--- src/rtl/axi_lite_master.sv ---
// Single-outstanding AXI-Lite master: one command in flight, response held until rsp_ready.
// Write latency is cmd accept -> AW/W -> B -> rsp_valid; cmd_ready is low from accept until the response is consumed.
module axi_lite_master #(
  parameter int ADDR_W = 32,
  parameter int DATA_W = 64
) (
  input  logic                  M_AXI_ACLK,
  input  logic                  M_AXI_ARESETN,
  input  logic                  cmd_valid,
  output logic                  cmd_ready,
  input  logic                  cmd_write,
  input  logic [ADDR_W-1:0]     cmd_addr,
  input  logic [DATA_W-1:0]     cmd_wdata,
  input  logic [DATA_W/8-1:0]   cmd_wstrb,
  output logic                  rsp_valid,
  input  logic                  rsp_ready,
  output logic                  rsp_write,
  output logic [DATA_W-1:0]     rsp_rdata,
  output logic [1:0]            rsp_resp,
  output logic [15:0]           err_count,
  output logic [ADDR_W-1:0]     M_AXI_AWADDR,
  output logic                  M_AXI_AWVALID,
  input  logic                  M_AXI_AWREADY,
  output logic [DATA_W-1:0]     M_AXI_WDATA,
  output logic [DATA_W/8-1:0]   M_AXI_WSTRB,
  output logic                  M_AXI_WVALID,
  input  logic                  M_AXI_WREADY,
  input  logic [1:0]            M_AXI_BRESP,
  input  logic                  M_AXI_BVALID,
  output logic                  M_AXI_BREADY,
  output logic [ADDR_W-1:0]     M_AXI_ARADDR,
  output logic                  M_AXI_ARVALID,
  input  logic                  M_AXI_ARREADY,
  input  logic [DATA_W-1:0]     M_AXI_RDATA,
  input  logic [1:0]            M_AXI_RRESP,
  input  logic                  M_AXI_RVALID,
  output logic                  M_AXI_RREADY
);

  localparam int STRB_W = DATA_W / 8;

  typedef enum logic [2:0] {
    IDLE    = 3'd0,
    WR_REQ  = 3'd1,
    WR_RESP = 3'd2,
    RD_REQ  = 3'd3,
    RD_DATA = 3'd4,
    RSP     = 3'd5
  } state_t;

  state_t              r_state;
  state_t              w_next;
  logic [ADDR_W-1:0]   r_addr;
  logic [DATA_W-1:0]   r_wdata;
  logic [STRB_W-1:0]   r_wstrb;
  logic                r_aw_done;
  logic                r_w_done;
  logic [DATA_W-1:0]   r_rsp_rdata;
  logic [1:0]          r_rsp_resp;
  logic                r_rsp_write;
  logic [15:0]         r_err_count;

  logic w_cmd_hs, w_aw_hs, w_w_hs, w_b_hs, w_r_hs, w_err;

  // All VALID/READY outputs are decoded from registers only, so these have no READY->VALID path.
  assign w_cmd_hs = cmd_ready && cmd_valid;
  assign w_aw_hs  = M_AXI_AWVALID && M_AXI_AWREADY;
  assign w_w_hs   = M_AXI_WVALID && M_AXI_WREADY;
  assign w_b_hs   = M_AXI_BREADY && M_AXI_BVALID;
  assign w_r_hs   = M_AXI_RREADY && M_AXI_RVALID;
  assign w_err    = (w_b_hs && (M_AXI_BRESP != 2'b00)) || (w_r_hs && (M_AXI_RRESP != 2'b00));

  always_ff @(posedge M_AXI_ACLK or negedge M_AXI_ARESETN) begin
    if (!M_AXI_ARESETN) r_state <= IDLE;
    else                r_state <= w_next;
  end

  always_comb begin
    w_next = r_state;
    case (r_state)
      IDLE:    if (cmd_valid) w_next = cmd_write ? WR_REQ : RD_REQ;
      WR_REQ:  if ((r_aw_done || w_aw_hs) && (r_w_done || w_w_hs)) w_next = WR_RESP;
      WR_RESP: if (M_AXI_BVALID) w_next = RSP;
      RD_REQ:  if (M_AXI_ARREADY) w_next = RD_DATA;
      RD_DATA: if (M_AXI_RVALID) w_next = RSP;
      RSP:     if (rsp_ready) w_next = IDLE;
      default: w_next = IDLE;
    endcase
  end

  always_comb begin
    cmd_ready     = 1'b0;
    M_AXI_AWVALID = 1'b0;
    M_AXI_WVALID  = 1'b0;
    M_AXI_BREADY  = 1'b0;
    M_AXI_ARVALID = 1'b0;
    M_AXI_RREADY  = 1'b0;
    rsp_valid     = 1'b0;
    case (r_state)
      IDLE:    cmd_ready = 1'b1;
      WR_REQ: begin
        M_AXI_AWVALID = !r_aw_done;
        M_AXI_WVALID  = !r_w_done;
      end
      WR_RESP: M_AXI_BREADY  = 1'b1;
      RD_REQ:  M_AXI_ARVALID = 1'b1;
      RD_DATA: M_AXI_RREADY  = 1'b1;
      RSP:     rsp_valid     = 1'b1;
      default: ;
    endcase
  end

  always_ff @(posedge M_AXI_ACLK or negedge M_AXI_ARESETN) begin
    if (!M_AXI_ARESETN) begin
      r_addr      <= '0;
      r_wdata     <= '0;
      r_wstrb     <= '0;
      r_aw_done   <= 1'b0;
      r_w_done    <= 1'b0;
      r_rsp_rdata <= '0;
      r_rsp_resp  <= 2'b00;
      r_rsp_write <= 1'b0;
      r_err_count <= 16'd0;
    end else begin
      if (w_cmd_hs) begin
        r_addr    <= cmd_addr;
        r_wdata   <= cmd_wdata;
        r_wstrb   <= cmd_wstrb;
        r_aw_done <= 1'b0;
        r_w_done  <= 1'b0;
      end
      if (w_aw_hs) r_aw_done <= 1'b1;
      if (w_w_hs)  r_w_done  <= 1'b1;
      if (w_b_hs) begin
        r_rsp_resp  <= M_AXI_BRESP;
        r_rsp_rdata <= '0;
        r_rsp_write <= 1'b1;
      end
      if (w_r_hs) begin
        r_rsp_resp  <= M_AXI_RRESP;
        r_rsp_rdata <= M_AXI_RDATA;
        r_rsp_write <= 1'b0;
      end
      if (w_err && (r_err_count != 16'hFFFF)) r_err_count <= r_err_count + 16'd1;
    end
  end

  assign M_AXI_AWADDR = r_addr;
  assign M_AXI_ARADDR = r_addr;
  assign M_AXI_WDATA  = r_wdata;
  assign M_AXI_WSTRB  = r_wstrb;
  assign rsp_rdata    = r_rsp_rdata;
  assign rsp_resp     = r_rsp_resp;
  assign rsp_write    = r_rsp_write;
  assign err_count    = r_err_count;

endmodule

--- config.mk ---
export PLATFORM = sky130hd
export DESIGN_NAME = axi_lite_master
export DESIGN_NICKNAME = d
export VERILOG_FILES = /design/src/rtl/axi_lite_master.sv
export SDC_FILE = /design/constraint.sdc
export NUM_CORES = 1
export LEC_CHECK = 0
export CORE_AREA = 3 3 157 159
export DETAILED_ROUTE_END_ITERATION = 7
export DIE_AREA = 0 0 160 162
export PLACE_DENSITY = 0.68
export SYNTH_ARGS = -nofsm -noshare
export SYNTH_HDL_FRONTEND = slang
export SYNTH_SLANG_ARGS = --single-unit
--- constraint.sdc ---
create_clock -name M_AXI_ACLK -period 2.05 [get_ports M_AXI_ACLK]
set_input_delay 0.205 -clock M_AXI_ACLK [delete_from_list [all_inputs] [get_ports M_AXI_ACLK]]
set_output_delay 0.205 -clock M_AXI_ACLK [all_outputs]
set_load 0.02 [all_outputs]
==> results of run 1 <==
[per-layer routing]
metal  wire (um)  global-route usage  vias to the layer above
met3        1480              0.0467                       27
met1        9860               0.222                     3122
li1            -                   -                     3123
met4         384              0.0533                        0
met2       12700               0.319                      230
met5           0                   0                        -
[flip-flops by register name (all words and copies together), names as in the netlist, 2 cells and up]
signal and count:
rsp_rdata 64, M_AXI_ARADDR 32, M_AXI_WDATA 64, M_AXI_WSTRB 8, rsp_resp 2, err_count 16, r_state 3
[through the flow]
step	setup TNS (ns)	std cells	worst slack (ns)	hold WS, ns	total power, mW
6_report	0	1449	0.123	0.278	19.3
5_1_grt	0	1449	0.0175	0.278	20.3
4_1_cts	0	1448	0.0224	0.267	19.5
3_5_place_dp	-2.06	1415	-0.0543	0.172	16.2
3_3_place_gp	-0.882	1415	-0.0242	0.172	16.0
2_1_floorplan	0	736	0.177	-0.0906	11.3
[cell usage after synthesis, types with 4 or more instances]
| library cell | n |
|---|---|
| nor2_1 | 17 |
| xor2_1 | 5 |
| nand4_1 | 6 |
| a22o_1 | 66 |
| buf_4 | 33 |
| buf_2 | 8 |
| nand2_1 | 325 |
| dfrtp_1 | 192 |
| clkbuf_1 | 27 |
| xnor2_1 | 9 |
| nand3_1 | 4 |
| mux2_2 | 4 |
[power groups by stage]
stage,logic (mW),registers (mW),clock network [mW]
final,9.56,6.42,3.32
after global routing,10.1,6.64,3.55
after CTS,9.67,6.44,3.43
after detailed placement,9.68,6.48,0
after global placement,9.56,6.47,0
after floorplan,3.02,8.26,0
[final cells by class]
type	count	area (um2)
timing repair buffer	433	4360
sequential	192	4800
tap	319	399
antenna	1	2.50
clock inverter	15	164
fill	2133	10900
multi-input combinational	469	2370
clock buffer	17	425
inverter	3	11.3
[cells by family (layout without fill, tap and decap cells)]
group / Yosys count / in the layout / synth area share
AND/OR/NAND/NOR: 369 / 369 / 0.194
flip-flops: 192 / 192 / 0.635
AO/OA/AOI/OAI: 81 / 81 / 0.0919
buffers and inverters: 75 / 468 / 0.0559
XOR/XNOR: 14 / 14 / 0.0162
multiplexers: 4 / 4 / 0.00595
adder cells (fa/ha/maj): 1 / 1 / 0.00165
other: 0 / 1 / 0
[critical path, cell delays in order, from the launching register on]
cell	delay, ns
dfrtp_1	0.43
and4bb_2	0.39
buf_4	0.44
buf_4	0.39
a22o_1	0.20
[timing repair]
action,4_1_cts,5_1_grt
endpoints found under the setup margin,7,3
endpoints found under the hold margin,34,0
gates resized for setup,11,3
hold buffers,1,0
buffers inserted,0,0
[worst paths after layout]
check,from,to,slack (ns)
min in group M_AXI_ACLK,cmd_wstrb[3],M_AXI_WSTRB[3]$_DFFE_PN0P_,0.30
max in group asynchronous,M_AXI_ARESETN,M_AXI_WDATA[5]$_DFFE_PN0P_,1.17
hold reg to reg,M_AXI_WSTRB[0]$_DFFE_PN0P_,M_AXI_WSTRB[0]$_DFFE_PN0P_,0.47
setup reg to reg,r_state[0]$_DFFE_PN0P_,rsp_rdata[35]$_DFFE_PN0P_,0.12
setup / recovery,r_state[0]$_DFFE_PN0P_,rsp_rdata[35]$_DFFE_PN0P_,0.12
hold / removal,M_AXI_ARESETN,err_count[2]$_DFFE_PN0P_,0.28
==> impl_metrics.tcl, run 1 <==
set metrics [dict create \
    outcome "complete, no violations" \
    slew_headroom 0.665 \
    stdcell_area_um2 12500 \
    post-route-util 0.536 \
    p_int_mw 11.7 \
    avgViaCountPerCell 4.49 \
    hpwl_mm 18.4 \
    finalCriticalPeriod_ns 1.93 \
    async_flop_share 1.00 \
    fin_worst_skew_ns 0.0111 \
    core-area_um2 23400 \
    cts_tree "built" \
    clock.fmax_mhz 519 \
    yosys.area.top_type_share 0.635 \
    num_rows 56 \
    cts_buffer_depth 2 \
    antenna_found_initial 1 \
    syn-cell-area_um2 7570 \
    drt-total-wl_mm 24.4 \
    criticalPathCategory "reg2reg" \
    slew_violations 0 \
    grt_pass1_vias 6485 \
    gp_congestion 0.831 \
    cts_buffers 17 \
    startpoint_type "flip-flop" \
    drtAntennaViolNets 0 \
    dieArea_um2 25900 \
    setup_violations 0 \
    cts-root-buf "clkbuf_16" \
    worst_slew_pin_slew_ns 0.498 \
    portBuffers 407 \
    rsz0062_at_grt "false" \
    crit_fanout 41 \
    start_util 0.324 \
    switching_share 0.396 \
    synthCells 736 \
    ys_types 39 \
    synth_ff_type "dfrtp_1" \
    drive_gt1_frac 0.0682 \
    synth_edf_count 0 \
    p_leak_nw 5.87 \
    place_area_um2 11900 \
    cp-end-kind "flip-flop" \
    p_per_area_nw_per_um2 1540 \
    vdd_ir_drop_max_uv 635 \
    yosysSeqAreaShare 0.635 \
    clock-sinks 192 \
    nets 1299 \
    synth_fp_nets 919 \
    clkTransAtPathRegs_ns 0.08 \
    drcViolationCount 0 \
    arrival_ns 2.29 \
    grt_max_degree 49 \
    syn_area_per_cell_um2 10.3 \
    layout_commonest_cell "clkdlybuf4s50_1" \
    power_frac_comb 0.495 \
    grt_pass1_wl_mm 37.2 \
    clkPwrFrac 0.172 \
    gr-total-overflow 0 \
    synth_largest_area_cell "dfrtp_1" \
    clock_latency_ns 0.43 \
    p_sw_mw 7.64 \
    cts_htree_levels 4 \
    die_w_um 160 \
    min_path_type "in2async" \
    dr.pass1.iters 4 \
    hold_viol 0 \
    wl_per_cell_um 16.9 \
    crit_required_ns 2.41 \
    vias 6502 \
    layout_common_cells "399 x clkdlybuf4s50_1, 324 x nand2_1, 192 x dfrtp_1" \
    max_cap_viol_count 0 \
    r2r_cells 4 \
    synth_seq_cells 192 \
    ys_top_cells_by_area "dfrtp_1 63%, nand2_1 16%, a22o_1 7.6%" \
    initialDrtViolationCount 379 \
    io_pins 408 \
    grt_usage 0.182 \
    syn_to_final_growth_pct 65.6 \
    p_seq_frac 0.333 \
    dieHeight_um 162 \
    period_share 0.940 \
    ys_warn_count 0 \
]
Power figures use the tool's default switching activity.
==> run 2: changes to the inputs <==
CAP_MARGIN = 20   (was not set)
HOLD_SLACK_MARGIN = 0.1   (was not set)
==> results of run 2 <==
Same layout as run 1: the final DEF is identical, and so are final timing and power.
